[config.mk]
export PLATFORM = sky130hd
export DESIGN_NAME = seq_hit_window
export DESIGN_NICKNAME = d
export VERILOG_FILES = /design/src/rtl/seq_hit_window.sv
export SDC_FILE = /design/constraint.sdc
export NUM_CORES = 1
export LEC_CHECK = 0
export ABC_AREA = 1
export CAP_MARGIN = 15
export CORE_ASPECT_RATIO = 2
export CORE_MARGIN = 3
export CORE_UTILIZATION = 35
export DETAILED_ROUTE_END_ITERATION = 10
export HOLD_SLACK_MARGIN = 0.12
export PLACE_DENSITY = 0.54
export SETUP_SLACK_MARGIN = 0.3
export SYNTH_ARGS = -nofsm -noshare
export SYNTH_HDL_FRONTEND = slang
export SYNTH_SLANG_ARGS = --single-unit
export TNS_END_PERCENT = 100
[constraint.sdc]
create_clock -name clk -period 3.2 [get_ports clk]
set_input_delay 0.64 -clock clk [delete_from_list [all_inputs] [get_ports clk]]
set_output_delay 0.64 -clock clk [all_outputs]
set_load 0.05 [all_outputs]
[src/rtl/seq_hit_window.sv]
// Counts detector match pulses over back-to-back programmable windows and
// hands each window result to a reader through a one-entry valid/ready buffer.
module seq_hit_window #(
  parameter int unsigned CNT_W = 8,
  parameter int unsigned WIN_W = 16
) (
  input  logic             clk,
  input  logic             rst,
  input  logic             hit,
  input  logic             enable,
  input  logic [WIN_W-1:0] win_len,
  input  logic [CNT_W-1:0] thresh,
  output logic             busy,
  output logic             rpt_valid,
  input  logic             rpt_ready,
  output logic [CNT_W-1:0] rpt_count,
  output logic             rpt_sat,
  output logic             rpt_alarm,
  output logic             dropped
);

  localparam logic [CNT_W-1:0] CNT_MAX = '1;

  typedef enum logic {
    ST_IDLE = 1'b0,
    ST_RUN  = 1'b1
  } state_t;

  state_t r_state, w_state_nxt;

  logic [WIN_W-1:0] r_win_len, w_win_len_nxt;
  logic [CNT_W-1:0] r_thresh, w_thresh_nxt;
  logic [WIN_W-1:0] r_cyc_cnt, w_cyc_cnt_nxt;
  logic [CNT_W-1:0] r_hit_cnt, w_hit_cnt_nxt;
  logic             r_sat, w_sat_nxt;
  logic             r_busy, w_busy_nxt;
  logic             r_rpt_valid, w_rpt_valid_nxt;
  logic [CNT_W-1:0] r_rpt_count, w_rpt_count_nxt;
  logic             r_rpt_sat, w_rpt_sat_nxt;
  logic             r_rpt_alarm, w_rpt_alarm_nxt;
  logic             r_dropped, w_dropped_nxt;

  // Count including this cycle's hit; it is what a window end reports.
  logic [CNT_W-1:0] w_hit_sum;
  logic             w_sat_sum;
  logic             w_alarm;
  logic             w_win_end;
  logic             w_rpt_free;
  logic             w_restart;

  assign w_hit_sum  = (hit && (r_hit_cnt != CNT_MAX)) ? r_hit_cnt + CNT_W'(1) : r_hit_cnt;
  assign w_sat_sum  = r_sat | (hit & (r_hit_cnt == CNT_MAX));
  assign w_alarm    = (w_hit_sum >= r_thresh);
  assign w_win_end  = (r_cyc_cnt == (r_win_len - WIN_W'(1)));
  assign w_rpt_free = ~r_rpt_valid | rpt_ready;
  assign w_restart  = enable & (win_len != '0);

  // State register.
  always_ff @(posedge clk or posedge rst) begin
    if (rst) begin
      r_state <= ST_IDLE;
    end else begin
      r_state <= w_state_nxt;
    end
  end

  // Next-state, counter and report-buffer logic.
  always_comb begin
    w_state_nxt     = r_state;
    w_win_len_nxt   = r_win_len;
    w_thresh_nxt    = r_thresh;
    w_cyc_cnt_nxt   = r_cyc_cnt;
    w_hit_cnt_nxt   = r_hit_cnt;
    w_sat_nxt       = r_sat;
    w_rpt_valid_nxt = r_rpt_valid;
    w_rpt_count_nxt = r_rpt_count;
    w_rpt_sat_nxt   = r_rpt_sat;
    w_rpt_alarm_nxt = r_rpt_alarm;
    w_dropped_nxt   = 1'b0;

    if (r_rpt_valid && rpt_ready) begin
      w_rpt_valid_nxt = 1'b0;
    end

    case (r_state)
      ST_IDLE: begin
        if (w_restart) begin
          w_win_len_nxt = win_len;
          w_thresh_nxt  = thresh;
          w_cyc_cnt_nxt = '0;
          w_hit_cnt_nxt = '0;
          w_sat_nxt     = 1'b0;
          w_state_nxt   = ST_RUN;
        end
      end
      ST_RUN: begin
        w_cyc_cnt_nxt = r_cyc_cnt + WIN_W'(1);
        w_hit_cnt_nxt = w_hit_sum;
        w_sat_nxt     = w_sat_sum;
        if (w_win_end) begin
          // A load in the same cycle as an accept keeps the buffer full.
          if (w_rpt_free) begin
            w_rpt_valid_nxt = 1'b1;
            w_rpt_count_nxt = w_hit_sum;
            w_rpt_sat_nxt   = w_sat_sum;
            w_rpt_alarm_nxt = w_alarm;
          end else begin
            w_dropped_nxt = 1'b1;
          end
          if (w_restart) begin
            w_win_len_nxt = win_len;
            w_thresh_nxt  = thresh;
            w_cyc_cnt_nxt = '0;
            w_hit_cnt_nxt = '0;
            w_sat_nxt     = 1'b0;
          end else begin
            w_state_nxt = ST_IDLE;
          end
        end else if (!enable) begin
          w_state_nxt = ST_IDLE;
        end
      end
      default: w_state_nxt = ST_IDLE;
    endcase

    w_busy_nxt = (w_state_nxt == ST_RUN);
  end

  // Datapath and output registers.
  always_ff @(posedge clk or posedge rst) begin
    if (rst) begin
      r_win_len   <= '0;
      r_thresh    <= '0;
      r_cyc_cnt   <= '0;
      r_hit_cnt   <= '0;
      r_sat       <= 1'b0;
      r_busy      <= 1'b0;
      r_rpt_valid <= 1'b0;
      r_rpt_count <= '0;
      r_rpt_sat   <= 1'b0;
      r_rpt_alarm <= 1'b0;
      r_dropped   <= 1'b0;
    end else begin
      r_win_len   <= w_win_len_nxt;
      r_thresh    <= w_thresh_nxt;
      r_cyc_cnt   <= w_cyc_cnt_nxt;
      r_hit_cnt   <= w_hit_cnt_nxt;
      r_sat       <= w_sat_nxt;
      r_busy      <= w_busy_nxt;
      r_rpt_valid <= w_rpt_valid_nxt;
      r_rpt_count <= w_rpt_count_nxt;
      r_rpt_sat   <= w_rpt_sat_nxt;
      r_rpt_alarm <= w_rpt_alarm_nxt;
      r_dropped   <= w_dropped_nxt;
    end
  end

  assign busy      = r_busy;
  assign rpt_valid = r_rpt_valid;
  assign rpt_count = r_rpt_count;
  assign rpt_sat   = r_rpt_sat;
  assign rpt_alarm = r_rpt_alarm;
  assign dropped   = r_dropped;

endmodule

==> results of run 1 <==
registers in the layout, summed over array words and instances, names as in the netlist:
signal and cells:
rpt_sat 1, r_hit_cnt 8, rpt_alarm 1, r_win_len 16
busy 1, r_thresh 8, r_sat 1, rpt_count 8
rpt_valid 1, dropped 1, r_cyc_cnt 16
cell families after synthesis:
group	Yosys count
AO/OA/AOI/OAI	18
XOR/XNOR	33
flip-flops	62
AND/OR/NAND/NOR	407
buffers and inverters	82
adder cells (fa/ha/maj)	11
power groups by stage:
stage	Clock, mW	Sequential (mW)	Combinational, mW
after floorplan	0	0.918	0.391
after global placement	0	0.942	0.535
after detailed placement	0	0.944	0.542
after CTS	1.07	0.931	0.544
after global routing	1.11	0.940	0.627
final	1.06	0.930	0.547
how the worst max path moves through the flow:
stage	startpoint	end	slack, ns	cells after the start
after detailed placement	hit	rpt_alarm	0.42	11
after floorplan	r_hit_cnt[1]	rpt_alarm	0.81	17
after global placement	hit	rpt_alarm	0.41	11
after global routing	r_hit_cnt[1]	rpt_alarm	0.29	17
final	r_hit_cnt[1]	rpt_alarm	0.57	17
after CTS	r_hit_cnt[0]	rpt_alarm	0.41	16
metrics by stage:
stage	setup WS (ns)	cell area, sq um	power, mW	hold WS, ns	instances
2_1_floorplan	0.812	4250	1.31	0.442	613
3_3_place_gp	0.407	4780	1.48	0.461	783
3_5_place_dp	0.424	4780	1.49	0.467	783
4_1_cts	0.415	5100	2.55	0.482	799
5_1_grt	0.290	5140	2.67	0.495	800
6_report	0.567	5140	2.53	0.475	800
layer usage:
metal / vias to the layer above / global-route usage / wire (microns)
met3: 36 / 0.0264 / 185
met1: 1933 / 0.196 / 4560
li1: 2031 / - / -
met4: 0 / 0.103 / 634
met5: - / 0 / 0
met2: 54 / 0.391 / 7480
cell type report:
| type | instances | area (sq um) |
|---|---|---|
| timing repair buffer | 47 | 468 |
| sequential | 62 | 1550 |
| timing repair inverter | 1 | 7.51 |
| fill | 1264 | 6640 |
| multi-input combinational | 469 | 2380 |
| clock inverter | 4 | 70.1 |
| inverter | 60 | 229 |
| tap | 145 | 181 |
| clock buffer | 12 | 246 |
tightest hold or removal path: cells and delay by family (launching register included):
family | cells | cell delay (ns)
flip-flops | 1 | 0.34
AND/OR/NAND/NOR | 2 | 0.10
cell usage after synthesis, drive strengths merged (6+ instances only):
master,number,area share
a21oi,8,0.0094
buf,15,0.022
clkbuf,7,0.0062
dfrtp,62,0.36
ha,11,0.032
inv,59,0.052
nand2,226,0.20
nand3,70,0.085
nand3b,13,0.023
nand4,22,0.034
nor2,59,0.060
nor4,6,0.0088
o21ai,7,0.0082
xnor2,12,0.025
xor2,21,0.043
==> results_dict.tcl, run 1 <==
set metrics [dict create \
    clock-sinks 62 \
    end_kind "register" \
    final.setup_skew_ns 0.00475 \
    p_seq_frac 0.367 \
    grt_pass1_vias 4142 \
    post-route-period-util 0.823 \
    num_antenna_cells 0 \
    r2r.worst_path.cells 17 \
    worstPathCellList "ha_1, inv_1, nor2_2, nand2_1, nor2_1, nand2_1, nand2_2, clkinvlp_4, nand3_1, xor2_1, ha_1, nand2_1, nor2_1, nand4_1, o2111ai_1, nand4_1, nand2_1" \
    hold_viol 0 \
    ys_seq_area_frac 0.365 \
    path_class "register to register" \
    hold_class "register to register" \
    layout.nets 690 \
    netlist_area_sq_mm 0.00425 \
    syn_to_final_growth_pct 20.8 \
    hold_depth 2 \
    r2r-end "rpt_alarm" \
    synth_edf_count 0 \
    drc 0 \
    synthMuxAreaShare 0 \
    critPathBufInv 2 \
    cts.path.max_buffers 2 \
    p_leak_nw 2.58 \
    antenna_found_initial 0 \
    synthesis.nets 653 \
    clockRootBuffer "clkbuf_16" \
    drt-initial-drc-count 230 \
    final_common_cell "nand2_1" \
    async_reset_ff_frac 1.00 \
    ys.warnings.count 0 \
    ctsResizeCount 0 \
    cp_top_family "simple AND/OR/NAND/NOR gates" \
    rsz0062_at_grt "false" \
    hold_end "r_thresh[3]" \
    cts_buffers 9 \
    synth_compound_area_frac 0.0235 \
    yosysUniqueCellTypes 34 \
    finalSetupViolCount 0 \
    start_kind "register" \
    switching_power_uw 783 \
    slew_headroom 0.544 \
    clkLatencyLatePin_ns 0.33 \
    max_freq_ghz 0.380 \
    die_area_sq_mm 0.0136 \
    core_sq_mm 0.0118 \
    synth_xor_xnor_area_share 0.0680 \
    htree_levels 3 \
    overflow 0 \
    cp_max_fo 5 \
    clk_pin_slew_worst_paths_ns 0.05 \
    hpwl_microns 9950 \
    yosys.area_share.simple 0.430 \
    p_int_mw 1.75 \
    drv_slew 0 \
    groute.usage.overall 0.199 \
    vdd_ir_drop_max_mv 0.237 \
    avgRoutedWirePerCell_microns 16.1 \
    viasPerCell 5.07 \
    synthFlopType "dfrtp_1" \
    netlist_instances 613 \
    vias 4054 \
    r2r_slack_ns 0.57 \
    place_congestion 0.954 \
    min-delay-start "r_thresh[3]" \
    cp.arrival_ns 2.85 \
    firstDrtPassIters 4 \
    tns_ns 0 \
    ctsHoldBuffers 0 \
    final_util 0.436 \
    switching_share 0.309 \
    ios 42 \
    required_ns 3.42 \
    tightest_slew_ns 0.684 \
    mostFrequentLayoutCells "nand2_1 (221), nand3_1 (68), dfrtp_1 (62), inv_1 (57), nor2_1 (51)" \
    drt_wl_total_microns 12900 \
    grt_pass1_wl_microns 21100 \
    die_y_microns 162 \
    p_clk_frac 0.417 \
    crit_slowest_cell "dfrtp_1" \
    initial_core_util 0.361 \
    status "finished, final reports clean" \
    route.antenna.remaining_nets 0 \
    power_density_mw_per_mm2 493 \
    synth-adder-area-share 0.0324 \
    synth-seq-cells 62 \
    cts_tree "built" \
    post-route-min-period_ns 2.63 \
    rows 56 \
    synth_top_family_by_area "simple AND/OR/NAND/NOR gates" \
    drive_above_1_share 0.0702 \
    postCtsSetupBuffers 0 \
    cp_common_cell "nand2_1" \
    avgSynthCellArea_sq_um 6.94 \
    die_w_microns 83.9 \
    regToRegStartpoint "r_hit_cnt[1]" \
    critical_path.max_stage_delay_ns 0.42 \
    port_buffers 41 \
    comb_power_share 0.216 \
    maxCapViolCount 0 \
    grt_max_degree 40 \
]
(Power assumes the default switching activity.)
==> run 2, diff against run 1 <==
--- a/config.mk
+++ b/config.mk
@@ -12,7 +12,7 @@
 export CORE_UTILIZATION = 35
 export DETAILED_ROUTE_END_ITERATION = 10
 export HOLD_SLACK_MARGIN = 0.12
-export PLACE_DENSITY = 0.54
+export PLACE_DENSITY = 0.56
 export SETUP_SLACK_MARGIN = 0.3
 export SYNTH_ARGS = -nofsm -noshare
 export SYNTH_HDL_FRONTEND = slang
==> constraint.sdc (replaced) <==
create_clock -name clk -period 2.41 [get_ports clk]
set_input_delay 0.482 -clock clk [delete_from_list [all_inputs] [get_ports clk]]
set_output_delay 0.482 -clock clk [all_outputs]
set_load 0.05 [all_outputs]
==> run 2 against run 1 <==
Net effect:
- count of clock-buffer cells in the layout unchanged
- sequential share of layout area decreased by 6.0 points
- worst hold slack improved by 0.0075 ns
- register-to-register slack got worse by 0.47 ns
- via count increased by 11%
- sequential power increased by 34%
- first-iteration DRC count decreased by 8.3%
- clock power increased by 32%
- combinational power increased by 110%
- total power increased by 51%
- sequential cell count unchanged
- setup slack got worse by 0.47 ns
- critical endpoint unchanged
==> results_dict.tcl, run 2 (same netlist as run 1, synthesis figures left out) <==
set metrics [dict create \
    overflow 0 \
    clkLatencyLatePin_ns 0.34 \
    num_antenna_cells 0 \
    rows 56 \
    groute.usage.overall 0.212 \
    cts_tree "built" \
    clk_pin_slew_worst_paths_ns 0.05 \
    cts_buffers 9 \
    tns_ns 0 \
    r2r_slack_ns 0.09 \
    start_kind "register" \
    max_freq_ghz 0.432 \
    final_common_cell "nand2_1" \
    end_kind "register" \
    drive_above_1_share 0.347 \
    grt_pass1_wl_microns 22600 \
    hold_viol 0 \
    r2r-end "rpt_alarm" \
    drv_slew 0 \
    syn_to_final_growth_pct 51.5 \
    cts.path.max_buffers 2 \
    vdd_ir_drop_max_mv 0.359 \
    cp.arrival_ns 2.58 \
    vias 4492 \
    busiest_layer "met2" \
    antenna_found_initial 0 \
    p_leak_nw 3.08 \
    place_congestion 0.899 \
    core_sq_mm 0.0118 \
    route.antenna.remaining_nets 0 \
    required_ns 2.68 \
    r2r.worst_path.cells 17 \
    dp_cells 816 \
    initial_core_util 0.361 \
    path_class "register to register" \
    clockRootBuffer "clkbuf_16" \
    cp_max_fo 5 \
    grt_max_degree 63 \
    grt_use_met3 0.0239 \
    clock-sinks 62 \
    grt_pass1_vias 4693 \
    viasPerCell 5.17 \
    post-route-period-util 0.961 \
    use_met1 0.194 \
    slew_headroom 0.581 \
    firstDrtPassIters 5 \
    port_buffers 41 \
    die_area_sq_mm 0.0136 \
    drt_wl_total_microns 14400 \
    layout.nets 759 \
    rsz0062_at_grt "true" \
    ctsHoldBuffers 0 \
    final.setup_skew_ns 0.0101 \
    die_w_microns 83.9 \
    hpwl_microns 10200 \
    placed_area_sq_mm 0.00511 \
    crit_start "r_hit_cnt[1]" \
    grt_use_met2 0.425 \
    status "finished, final reports clean" \
    avgRoutedWirePerCell_microns 16.6 \
    hold_class "register to register" \
    ios 42 \
    drt-initial-drc-count 211 \
    finalSetupViolCount 0 \
    fin_cells 869 \
    mostFrequentLayoutCells "nand2_1 (163), dfrtp_1 (54), inv_1 (50), nand2_2 (49), buf_4 (49)" \
    cp-endpoint "rpt_alarm" \
    power_mw 3.82 \
    fin_area_sq_mm 0.00644 \
    regToRegStartpoint "r_hit_cnt[1]" \
    power_density_mw_per_mm2 593 \
    post-route-min-period_ns 2.32 \
    drc 0 \
    maxCapViolCount 0 \
    reg.largest.list "r_cyc_cnt (16), r_win_len (16)" \
    htree_levels 3 \
    tightest_slew_ns 0.629 \
    die_y_microns 162 \
]
[run 2: how the worst min path moves through the flow]
stage / start / to / slack (ns) / cells after the start
after floorplan: r_thresh[1] / r_thresh[1] / 0.44 / 2
after global placement: r_thresh[5] / r_thresh[5] / 0.46 / 2
after detailed placement: r_thresh[6] / r_thresh[6] / 0.46 / 2
after CTS: r_thresh[6] / r_thresh[6] / 0.47 / 2
after global routing: rpt_count[1] / rpt_count[1] / 0.51 / 2
final: r_thresh[6] / r_thresh[6] / 0.48 / 2
[run 2: per-layer routing]
metal  share of wire  routed length, microns  vias up
li1                -                       -     2184
met1            0.32                    4620     2160
met2            0.59                    8520       97
met3           0.023                     335       51
met4           0.067                     972        0
met5               0                       0        -
[run 2: timing repair]
action,4_1_cts,5_1_grt
gates resized for setup,52,143
pin swaps,20,50
buffers inserted,13,16
endpoints found under the setup margin,61,62
cloned,5,3
[run 2: worst max-delay path: stages (launching register included)]
cell and delay (ns):
dfrtp_1 0.39, ha_2 0.19, inv_2 0.07, nor2_4 0.04
nand2_2 0.08, nor2_4 0.04, nand2_2 0.08, nand2_4 0.10
inv_8 0.10, nand3_4 0.07, xor2_2 0.18, ha_1 0.30
nand2_2 0.08, nor2_4 0.12, nand4_1 0.11, o2111ai_2 0.10
nand4_1 0.10, nand2_1 0.09
[run 2: power breakdown]
part	total, mW	switching [mW]	internal, mW
sequential	1.25	0.122	1.13
clock	1.40	0.470	0.930
combinational	1.17	0.641	0.532
[run 2: through the flow]
stage          hold slack [ns]   util  setup WS (ns)
6_report                 0.483  0.547         0.0935
4_1_cts                  0.475  0.489          0.122
3_5_place_dp             0.464  0.434        -0.0311
5_1_grt                  0.511  0.547        -0.0290
3_3_place_gp             0.463  0.434         0.0241
2_1_floorplan            0.442      -          0.220
[run 2: cell type report]
cell class                 count  area, sq um
tap                          145          181
clock inverter                 4         70.1
inverter                      60          233
sequential                    62         1560
timing repair buffer         113         1100
clock buffer                  12          246
timing repair inverter         1         8.76
fill                        1109         5330
multi-input combinational    472         3040
==> run 3, diff against run 2 <==
--- a/config.mk
+++ b/config.mk
@@ -8,7 +8,6 @@
 export ABC_AREA = 1
 export CAP_MARGIN = 15
 export CORE_ASPECT_RATIO = 2
-export CORE_MARGIN = 3
 export CORE_UTILIZATION = 35
 export DETAILED_ROUTE_END_ITERATION = 10
 export HOLD_SLACK_MARGIN = 0.12
==> constraint.sdc (replaced) <==
create_clock -name clk -period 2 [get_ports clk]
set_input_delay 0.4 -clock clk [delete_from_list [all_inputs] [get_ports clk]]
set_output_delay 0.4 -clock clk [all_outputs]
set_load 0.05 [all_outputs]
==> run 3 against run 2 <==
Net effect:
- the flow now finishes with violations (negative setup slack)
- sequential power grew 19%
- core utilization grew 8.6 points
- via count grew 8.7%
- worst hold slack lost 0.0096 ns
- first-iteration DRC count grew 0.47%
- critical path type unchanged
- largest cell class unchanged
==> results_dict.tcl, run 3 (same netlist as run 1, synthesis figures left out) <==
set metrics [dict create \
    ff_latch_area_sq_mm 0.00156 \
    comb_power_share 0.372 \
    grt_pass1_vias 5214 \
    power_density_mw_per_mm2 648 \
    dp_cells 890 \
    slew_headroom 0.664 \
    viasPerCell 5.12 \
    failed_checks "negative setup slack" \
    grt_max_degree 63 \
    antenna_found_initial 0 \
    final_util 0.633 \
    grt_pass1_wl_microns 26600 \
    htree_levels 3 \
    cts_buffers 9 \
    clock-sinks 62 \
    avgRoutedWirePerCell_microns 17.9 \
    r2r_slack_ns -0.29 \
    drt_wl_total_microns 17100 \
    post-route-period-util 1.14 \
    p_leak_nw 3.64 \
    tightest_slew_ns 0.505 \
    rsz0062_at_grt "true" \
    firstDrtPassIters 4 \
    status "finished, violations left" \
    num_antenna_cells 0 \
    mostFrequentLayoutCells "nand2_1 (166), buf_4 (125), dfrtp_1 (55), inv_1 (51), nand2_2 (48)" \
    clockRootBuffer "clkbuf_16" \
    cp.arrival_ns 2.51 \
    initial_core_util 0.361 \
    fin_cells 953 \
    max_freq_ghz 0.437 \
    route.antenna.remaining_nets 0 \
    core_sq_mm 0.0118 \
    place_congestion 0.929 \
    die_y_microns 158 \
    switching_share 0.337 \
    hold_class "register to register" \
    path_class "register to register" \
    rows 56 \
    drc 0 \
    drt-initial-drc-count 212 \
    end_kind "register" \
    multi_input_area_sq_mm 0.00330 \
    clkLatencyLatePin_ns 0.33 \
    ios 42 \
    hold_viol 0 \
    die_w_microns 79.9 \
    layout.nets 845 \
    place_ws_ns -0.508 \
    cp_max_fo 5 \
    required_ns 2.22 \
    cts_tree "built" \
    overflow 0 \
    maxCapViolCount 0 \
    vdd_ir_drop_max_mv 0.520 \
    hpwl_microns 11700 \
    final.setup_skew_ns 0.00899 \
    syn_to_final_growth_pct 75.2 \
    finalSetupViolCount 61 \
    groute.usage.overall 0.291 \
    p_clk_frac 0.319 \
    drv_slew 0 \
    cts.path.max_buffers 2 \
    n_fill_cell 1016 \
    ctsHoldBuffers 0 \
    clk_pin_slew_worst_paths_ns 0.05 \
    final_common_cell "nand2_1" \
    reg.largest.list "r_cyc_cnt (16), r_win_len (16)" \
    vias 4884 \
    p_int_mw 3.20 \
    p_seq_frac 0.309 \
    switching_power_mw 1.63 \
    drive_above_1_share 0.453 \
    fin_ws_ns -0.288 \
    port_buffers 41 \
    post-route-min-period_ns 2.29 \
    die_area_sq_mm 0.0126 \
    start_kind "register" \
]
[run 3: cell count changes in the layout (fill, tap and decap cells not counted), sizes merged]
cell / before / now
clkinvlp: 0 / 1
buf: 72 / 160
clkbuf: 13 / 10
dlygate4sd2: 0 / 11
clkdlybuf4s50: 40 / 28
bufinv: 2 / 1
[run 3: worst paths after layout]
| check | startpoint | endpoint | depth (start not counted) |
|---|---|---|---|
| max in group asynchronous | rst | r_cyc_cnt[5] | 3 |
| worst min-delay path | rpt_sat | rpt_sat | 2 |
| worst max-delay path | r_hit_cnt[1] | rpt_alarm | 17 |
| worst min register to register | rpt_sat | rpt_sat | 2 |
| worst max register to register | r_hit_cnt[1] | rpt_alarm | 17 |
| min in group asynchronous | rst | r_thresh[4] | 3 |
[run 3: repair_timing]
action	CTS	global route
pin swaps	47	39
resized for setup	165	59
endpoints found under the setup margin	74	62
buffers inserted	30	8
gates cloned	11	0
[run 3: layout make-up]
cell class              count  area share
inverters                  60      0.0317
well taps                 145      0.0244
flip-flops and latches     62       0.209
repair inverters            1    0.000840
clock buffers              10      0.0321
multi-input cells         472       0.443
clock inverters             4     0.00655
repair buffers            199       0.252
[run 3: through the flow]
step	hold slack [ns]	instance area (sq um)	setup TNS, ns	power, mW
floorplan	0.442	4450	-0.190	2.16
global placement	0.459	5800	-16.90	2.74
detailed placement	0.464	5800	-18.03	2.76
CTS	0.477	7110	-7.71	4.66
global route	0.503	7450	-15.03	5.06
finish	0.473	7450	-9.08	4.83
[run 3: critical path, stage by stage (launching register included)]
cell       delay, ns
dfrtp_1         0.36
ha_2            0.18
inv_2           0.05
nor2_4          0.12
nand2_2         0.09
nor2_4          0.10
nand2_2         0.09
nand2_4         0.13
inv_8           0.06
nand3_4         0.06
xor2_2          0.16
ha_1            0.27
nand2_2         0.10
nor2_4          0.05
nand4_1         0.09
o2111ai_2       0.12
nand4_1         0.08
nand2_1         0.05
[run 3: power by group through the flow]
stage | logic (mW) | clock network [mW] | registers, mW
after floorplan | 0.681 | 0 | 1.47
after global routing | 1.95 | 1.61 | 1.50
after CTS | 1.62 | 1.56 | 1.49
final | 1.80 | 1.54 | 1.49
after global placement | 1.26 | 0 | 1.49
after detailed placement | 1.27 | 0 | 1.49
[run 3: per-layer routing]
metal / global-route usage / wire [microns] / vias up
met5: 0 / 0 / -
met4: 0.235 / 1480 / 0
met3: 0.0352 / 296 / 73
met2: 0.561 / 9880 / 106
met1: 0.260 / 5430 / 2357
li1: - / - / 2348
==> patch, RTL diff (config.mk and constraints of run 3) <==
`CNT_W`: 8 -> 12.
--- a/src/rtl/seq_hit_window.sv
+++ b/src/rtl/seq_hit_window.sv
@@ -1,7 +1,7 @@
 // Counts detector match pulses over back-to-back programmable windows and
 // hands each window result to a reader through a one-entry valid/ready buffer.
 module seq_hit_window #(
-  parameter int unsigned CNT_W = 8,
+  parameter int unsigned CNT_W = 12,
   parameter int unsigned WIN_W = 16
 ) (
   input  logic             clk,
Interface: changed (resized rpt_count and thresh); port bits go from 42 to 50. No check against the original RTL was run, so the function may have changed too.
==> patch against run 3 <==
  * The run still ends with setup timing left
  * Fmax shrank 8.3%
  * Area after synthesis grew 15%
  * Setup slack worse by 0.21 ns
  * Largest power group is now clock
  * Critical endpoint unchanged
  * Sequential share of layout area rose by 4.0 points
  * Largest cell class unchanged
  * Sequential cell count increased by 12
  * Critical path type unchanged
  * Synthesized cell count increased by 15%
  * Power rose by 3.6%
  * Design area is 0.18% lower
  * Wire length shrank 2.6%
  * Clock skew is 0.0016 ns lower
==> patch: results (changes against run 3) <==
<table>
<tr><th>Metric</th><th>Value</th></tr>
<tr><th colspan="2">Timing</th></tr>
<tr><td>Skew final</td><td>0.007401 ns (-0.001590 ns)</td></tr>
<tr><td>Post-Route Setup TNS</td><td>-14.26 ns (-5.174 ns)</td></tr>
<tr><td>Worst Slack Setup Final</td><td>-0.4937 ns (-0.2058 ns)</td></tr>
<tr><td>Setup Viol. Count Final</td><td>72 (+18%)</td></tr>
<tr><th colspan="2">Logic synthesis</th></tr>
<tr><td>Portion of the post-synthesis area used by sequential elements</td><td>37.72% (+1.2 points)</td></tr>
<tr><td>Leading post-synthesis cells by instance count</td><td>nand2_1, nand3_1, dfrtp_1, inv_1, nor2_1</td></tr>
<tr><td>Synth Net Count</td><td>751 (+15%)</td></tr>
<tr><th colspan="2">Global route</th></tr>
<tr><td>First-pass GRT wire length</td><td>26,480 um (-0.31%)</td></tr>
<tr><td>Pin count of the biggest net entering global routing</td><td>42 (-33%)</td></tr>
<tr><td>Combined global-route utilization of all metal layers</td><td>24.42% (-4.7 points)</td></tr>
<tr><td>Vias in the first global route</td><td>5,484 (+5.2%)</td></tr>
<tr><th colspan="2">Final layout</th></tr>
<tr><td>Fraction of layout cells with a size suffix above 1</td><td>30.90% (-14 points)</td></tr>
<tr><td>FILL cells</td><td>1,316 (+30%)</td></tr>
<tr><td>Final-stage net count</td><td>921 (+9.0%)</td></tr>
<tr><th colspan="2">Worst setup path</th></tr>
<tr><td>Crit path DAT</td><td>2.77 ns (+0.26 ns)</td></tr>
<tr><td>Critical path peak fanout</td><td>6 (+1)</td></tr>
<tr><td>CP peak stage delay</td><td>0.38 ns (+0.02 ns)</td></tr>
<tr><th colspan="2">Routing</th></tr>
<tr><td>Detailed router's first-iteration violation count</td><td>232 (+9.4%)</td></tr>
<tr><td>Total vias in the final route</td><td>5,168 (+5.8%)</td></tr>
<tr><th colspan="2">Run status</th></tr>
<tr><td>Violations in the final reports</td><td>setup timing</td></tr>
<tr><td>Outcome</td><td>finished, violations left</td></tr>
<tr><th colspan="2">Power</th></tr>
<tr><td>VDD IR max</td><td>0.5503 mV (+5.8%)</td></tr>
<tr><td>Leakage power summed over all cells</td><td>0.003871 uW (+6.3%)</td></tr>
<tr><th colspan="2">Place</th></tr>
<tr><td>Count of input and output buffers</td><td>49 (+20%)</td></tr>
<tr><td>Post-detail-place hpwl</td><td>13,010 um (+11%)</td></tr>
<tr><td>Worst setup timing slack at the placement stage</td><td>-0.5712 ns (-0.06367 ns)</td></tr>
<tr><td>Last weighted congestion value of the routability-driven placer</td><td>0.8858 (-4.7%)</td></tr>
<tr><th colspan="2">Min path</th></tr>
<tr><td>Hold Crit Class</td><td>primary input to asynchronous set/reset pin</td></tr>
</table>
patch: changes by cell type after synthesis, moves of 3 or more:
cell and delta:
nand3_1 +15, nand2_1 +26, nor2_1 +4, nor3_1 +3, clkbuf_1 +3, dfrtp_1 +12
inv_1 +16, ha_1 +4, xnor2_1 -4, xor2_1 +8, o21ai_0 +5, nor2_4 +3
nand3b_1 -6, a21oi_1 +4
patch: cell type report:
type	instances	area, sq um	area share [%]
multi-input combinational	528	3074	41.35
tap	186	232.7	3.130
timing repair buffer	183	1644	22.11
clock inverter	4	75.07	1.010
timing repair inverter	1	3.754	0.05049
sequential	74	1858	24.99
inverter	76	294.0	3.955
clock buffer	11	252.7	3.400
patch: worst max path at each step:
stage,start,end,slack [ns],depth (start not counted)
final,r_hit_cnt[1]$_DFFE_PP0P_,rpt_alarm$_DFFE_PP0P_,-0.49,18
after global routing,r_hit_cnt[1]$_DFFE_PP0P_,rpt_alarm$_DFFE_PP0P_,-0.67,18
after CTS,r_hit_cnt[0]$_DFFE_PP0P_,rpt_alarm$_DFFE_PP0P_,-0.45,18
after detailed placement,r_hit_cnt[0]$_DFFE_PP0P_,rpt_alarm$_DFFE_PP0P_,-0.57,18
after global placement,r_hit_cnt[1]$_DFFE_PP0P_,rpt_alarm$_DFFE_PP0P_,-0.52,18
after floorplan,r_hit_cnt[0]$_DFFE_PP0P_,rpt_alarm$_DFFE_PP0P_,-0.33,18
patch: routing by layer:
metal	track usage [%]	wire [um]	vias up
met5	0	0	-
met4	16.09	1017	0
met3	2.626	256	53
met2	50.05	10010	88
met1	21.11	5365	2454
li1	-	-	2573
patch: power breakdown:
group,internal [uW],switching (uW),total (uW),leakage [uW]
Clock,1150,618,1770,0.000154
Sequential,1610,124,1740,0.000968
Combinational,671,826,1500,0.00275
patch: cell families (layout without fill, tap and decap cells):
| logic type | after synthesis | after routing | synth area share (%) |
|---|---|---|---|
| adder cells (fa/ha/maj) | 15 | 15 | 3.823 |
| buffers and inverters | 102 | 275 | 8.741 |
| AND/OR/NAND/NOR | 448 | 449 | 40.21 |
| AO/OA/AOI/OAI | 27 | 27 | 2.905 |
| flip-flops | 74 | 74 | 37.72 |
| XOR/XNOR | 37 | 37 | 6.600 |
patch: repair_timing:
item	in CTS	in global routing
resized for setup	64	37
gates cloned	6	0
pin swaps	23	14
endpoints found under the setup margin	90	74
buffers inserted	9	0
patch: stage by stage:
stage	hold WS, ns	area (sq um)	utilization, %	cells
3_3_place_gp	0.4625	6639	48.86	1033
6_report	0.4355	7435	54.71	1063
3_5_place_dp	0.4570	6639	48.86	1033
5_1_grt	0.4586	7435	54.71	1063
2_1_floorplan	0.4419	5119	-	703
4_1_cts	0.4497	7311	53.80	1063
